**src/rtl/power_of_3_if.sv**
```systemverilog
// rtl/power_of_3_if.sv - Value-under-test and result signals of the power-of-three detector.
interface power_of_3_if #(
  parameter int WIDTH = 32
);
  logic [WIDTH-1:0] num;
  logic             ispow3;
  logic [4:0]       pow_exp;

  modport master (output num, input ispow3, input pow_exp);
  modport slave  (input num, output ispow3, output pow_exp);
endinterface

```
**src/rtl/power_of_3.sv**
```systemverilog
// rtl/power_of_3.sv - Registered detector flagging num == 3^k and reporting k.
module power_of_3 #(
  parameter int WIDTH = 32
) (
  input  logic         clk,
  input  logic         rst_n,
  power_of_3_if.slave  bus
);

  // Constants are built in 64 bits so 3^k is never truncated to WIDTH.
  function automatic logic [63:0] pow3(input int n);
    logic [63:0] p;
    p = 64'd1;
    for (int i = 0; i < n; i++) begin
      p = p * 64'd3;
    end
    return p;
  endfunction

  function automatic int kmax_of(input int w);
    logic [63:0] max_val;
    logic [63:0] p;
    int          k;
    max_val = (64'd1 << w) - 64'd1;
    p       = 64'd1;
    k       = 0;
    for (int i = 0; i < 40; i++) begin
      if (p * 64'd3 <= max_val) begin
        p = p * 64'd3;
        k = i + 1;
      end
    end
    return k;
  endfunction

  localparam int KMAX = kmax_of(WIDTH);

  logic [63:0] num_ext;
  logic [KMAX:0] match;
  logic          hit;
  logic [4:0]    exp_enc;
  logic          ispow3_q;
  logic [4:0]    pow_exp_q;

  assign num_ext = {{(64 - WIDTH){1'b0}}, bus.num};

  for (genvar k = 0; k <= KMAX; k++) begin : g_cmp
    localparam logic [63:0] POW = pow3(k);
    assign match[k] = (num_ext == POW);
  end

  // At most one constant can match, so OR-ing the indices is an exact one-hot encoder.
  always_comb begin
    exp_enc = 5'd0;
    for (int k = 0; k <= KMAX; k++) begin
      exp_enc = exp_enc | (match[k] ? 5'(k) : 5'd0);
    end
    hit = |match;
  end

  always_ff @(posedge clk or negedge rst_n) begin
    if (!rst_n) begin
      ispow3_q  <= 1'b0;
      pow_exp_q <= 5'd0;
    end else begin
      ispow3_q  <= hit;
      pow_exp_q <= exp_enc;
    end
  end

  assign bus.ispow3  = ispow3_q;
  assign bus.pow_exp = pow_exp_q;

endmodule

```
**src/flat_wrapper.sv**
```systemverilog
// flat-port wrapper written by rule: the top's interface ports become plain ports
module power_of_3_flat 
#(
  parameter int WIDTH = 32
)
  (clk, rst_n, bus_num, bus_ispow3, bus_pow_exp);
  power_of_3_if #(.WIDTH(WIDTH)) bus_i ();
  input  logic clk;
  input  logic rst_n;
  input wire logic [$bits(bus_i.num)-1:0] bus_num;
  output wire logic [$bits(bus_i.ispow3)-1:0] bus_ispow3;
  output wire logic [$bits(bus_i.pow_exp)-1:0] bus_pow_exp;
  assign bus_i.num = bus_num;
  assign bus_ispow3 = bus_i.ispow3;
  assign bus_pow_exp = bus_i.pow_exp;
  power_of_3 #(.WIDTH(WIDTH)) u_core (.clk(clk), .rst_n(rst_n), .bus(bus_i));
endmodule
```
**config.mk**
```make
export PLATFORM = sky130hd
export DESIGN_NAME = power_of_3_flat
export DESIGN_NICKNAME = d
export VERILOG_FILES = /design/src/rtl/power_of_3_if.sv /design/src/rtl/power_of_3.sv /design/src/flat_wrapper.sv
export SDC_FILE = /design/constraint.sdc
export NUM_CORES = 1
export LEC_CHECK = 0
export CAP_MARGIN = 20
export CORE_MARGIN = 4
export CORE_UTILIZATION = 30
export DETAILED_ROUTE_END_ITERATION = 10
export GPL_TIMING_DRIVEN = 0
export PLACE_DENSITY = 0.57
export SYNTH_ARGS = -nofsm -noshare
export SYNTH_HDL_FRONTEND = slang
export SYNTH_SLANG_ARGS = --single-unit
```
**constraint.sdc**
```tcl
create_clock -name clk -period 0.8 [get_ports clk]
set_input_delay 0.24 -clock clk [delete_from_list [all_inputs] [get_ports clk]]
set_output_delay 0.24 -clock clk [all_outputs]
set_load 0.01 [all_outputs]
```
==> out/metrics.csv <==
metric,value,unit
simple-gate share of the synthesized area,74.4,%
nets,232,
area taken by multi-input logic gates,1250,µm²
CP max FO,3,
Synth cell types,38,
clock sink count,6,
fin crit share,212,%
GRT Residual Overflow,0,
Ys Warns,0,
number of global-route vias before repair,1612,
Final Core Density,58.6,%
Non-Filler Instances,242,
PD cells,576,nW/µm²
fin area,2000,µm²
worst min path class,in2async,
Max Slew Vio Count,0,
Core ar.,3420,µm²
DR DRC count,0,
Mapped Nets,174,
"CTS clk-pin slew, worst paths",0.04,ns
Worst Setup Start Kind,input pin,
GPL Wtd Cong,0.970,
Synth-to-Final Area Change,84.4,%
Routed WL,4.68,mm
WP data arrival,1.86,ns
Area after DPL,1610,µm²
DR vias,1532,
DP HPWL,3.56,mm
CTS buffer count,3,
Post-Synthesis Cells,140,
die width,68.2,µm
P_leak,0.833,nW
Worst Path Required,0.96,ns
Rel. slew slack,72.2,%
hold-fix buffer count after cts,0,
layout cells sized above 1,52.0,%
clk buf depth,2,
clk root buf,clkbuf_4,
ANT cells,0,
largest family of logic cells by synthesized area,simple AND/OR/NAND/NOR gates,
adder-cell share of the synthesized area,0,%
CP Class,in2reg,
ANT nets after route,0,
Tightest Pin Transition,0.412,ns
die area,4650,µm²
CTS tree,built,
Peak VDD IR,214,µV
Max Cap Viol,0,
failing checks,negative setup slack,
Die H,68.2,µm
multiplexer share of the synthesized area,0,%
unrepaired setup endpoints after global routing,true,
I/O pins,40,
placed cells,222,
Setup WS pre-CTS,-1.73,ns
Synth Area in Compound Gates,8.99,%
count of state elements after synthesis,6,
initial antenna violation count,0,
Pre-Repair DR Iteration Count,4,
Post-Syn Area,1090,µm²
first-pass GRT wire length,7.76,mm
Starting Density,31.8,%
1st-iter DRT viols,132,
Fin. Hold Viols,0,
maximum clock rate,0.588,GHz
H-tree depth,1,
WL/cell,19.3,µm
status,finished with violations,
Reg area,150,µm²
pin count of the biggest net entering global routing,11,
GR Util All Layers,21.5,%
Mapped Avg Cell Area,7.76,µm²
min Tclk post-route,1.70,ns
XOR/XNOR share of the synthesized area,0,%
Via density,6.33,
Port Buf Inserts,36,
Setup WS post-layout,-0.899,ns
Final setup viols,12,
num rows,21,
"Seq/Total Area, Yosys",13.8,%
Worst setup EP type,register,
Filler Cells Inserted,310,
==> registers in the layout, indices dropped and copies added (netlist names) <==
| signal | count |
|---|---|
| u_core.bus.pow_exp | 5 |
| u_core.bus.ispow3 | 1 |
==> cells in the mapped netlist <==
cell type | instances | area share (%)
o22ai_1 | 2 | 1.2
and4bb_2 | 2 | 2.3
nand2b_1 | 4 | 2.3
o21ai_1 | 1 | 0.46
inv_1 | 1 | 0.35
nand4bb_1 | 3 | 3.1
nor4bb_1 | 7 | 6.5
nor3b_1 | 2 | 1.4
and4b_1 | 4 | 3.7
or3b_2 | 1 | 0.81
nor2_1 | 7 | 2.4
and2_1 | 3 | 1.7
or4_1 | 4 | 2.8
nor2b_1 | 1 | 0.58
nand3_1 | 6 | 2.8
or2_2 | 1 | 0.58
dfrtp_1 | 6 | 14
nor4_1 | 10 | 5.8
a21oi_1 | 2 | 0.92
clkbuf_1 | 7 | 2.4
o21ai_0 | 1 | 0.46
or4b_1 | 2 | 1.8
a221oi_1 | 2 | 1.6
nand3b_1 | 1 | 0.69
nand4b_1 | 4 | 3.2
nor4b_1 | 9 | 7.3
nor3_1 | 5 | 2.3
nor3_2 | 2 | 1.8
or4_4 | 2 | 2.1
nor4_2 | 3 | 3.5
nand2_1 | 14 | 4.8
and3_1 | 2 | 1.2
a211oi_1 | 3 | 2.1
nand4_1 | 12 | 6.9
a22oi_1 | 1 | 0.69
nand4b_4 | 1 | 2.2
o311ai_0 | 1 | 0.81
o2111ai_1 | 1 | 0.81
==> worst max-delay path, stage by stage <==
cell and delay [ns]:
buf_8 0.09, or4b_4 0.53, or4b_4 0.51, nor4_4 0.29, nor2_1 0.10, nand4_1 0.10
==> layout make-up <==
class / instances / share of cell area [%]
repair buffers: 53 / 22.2
plain buffers: 7 / 3.50
inverters: 1 / 0.187
well taps: 46 / 2.87
clock buffers: 3 / 1.12
multi-input cells: 126 / 62.6
flip-flops and latches: 6 / 7.50
==> worst max path at each step <==
| stage | start | end | slack [ns] | cells past startpoint |
|---|---|---|---|---|
| floorplan | bus_num[20] | u_core.bus.ispow3 | -0.90 | 5 |
| global placement | bus_num[3] | u_core.bus.pow_exp[1] | -1.78 | 6 |
| detailed placement | bus_num[3] | u_core.bus.pow_exp[1] | -1.73 | 6 |
| CTS | bus_num[21] | u_core.bus.pow_exp[0] | -0.93 | 6 |
| global route | bus_num[21] | u_core.bus.pow_exp[0] | -0.95 | 6 |
| finish | bus_num[21] | u_core.bus.pow_exp[0] | -0.90 | 6 |
==> metrics by stage <==
step / setup TNS, ns / power (W) / hold WS [ns]
2_1_floorplan: -4.79 / 0.000490 / -0.0556
3_3_place_gp: -11.69 / 0.000779 / 0.489
3_5_place_dp: -11.38 / 0.000779 / 0.498
4_1_cts: -6.18 / 0.00115 / 0.242
5_1_grt: -6.26 / 0.00121 / 0.268
6_report: -5.81 / 0.00115 / 0.245
==> per-layer routing <==
metal | wire, µm | part of all wire (%) | global-route usage (%) | vias up
met5 | 0 | 0 | 0 | -
met4 | 44 | 0.94 | 6.45 | 0
met3 | 286 | 6.1 | 1.81 | 6
met2 | 2390 | 51 | 39.2 | 69
met1 | 1950 | 42 | 26.6 | 750
li1 | - | - | - | 707
==> report_power, final <==
group	internal (W)	total (W)	switching, W
combinational	0.000288	0.000582	0.000294
clock	0.000169	0.000267	0.0000981
sequential	0.000305	0.000305	0.000000000000506
total	0.000761	0.00115	0.000392
==> placed cells by master, fill, tap and decap left out, types with 4 or more instances in the layout <==
master,count
nand4b_1,4
nor4_2,5
or4_4,4
nor4_4,6
clkdlybuf4s15_1,4
buf_2,13
nor4b_4,5
buf_6,6
nor4bb_4,4
nor2_1,6
nor3_1,4
dfrtp_1,6
nand2_1,14
clkdlybuf4s15_2,5
clkbuf_8,4
nand3_1,5
nor4b_1,4
buf_4,18
nand4_1,12
==> timing repair <==
action / CTS / global route
endpoints found under the setup margin: 12 / 12
gates cloned: 0 / 0
resized for setup: 184 / 9
pin swaps: 31 / 13
buffers inserted: 16 / 1
==> cells by family (layout without fill, tap and decap cells) <==
| group | count (synthesis) | count (layout) |
|---|---|---|
| AO/OA/AOI/OAI | 14 | 14 |
| buffers and inverters | 8 | 64 |
| AND/OR/NAND/NOR | 112 | 112 |
| flip-flops | 6 | 6 |
No activity file was read; power rests on OpenSTA's default activity.
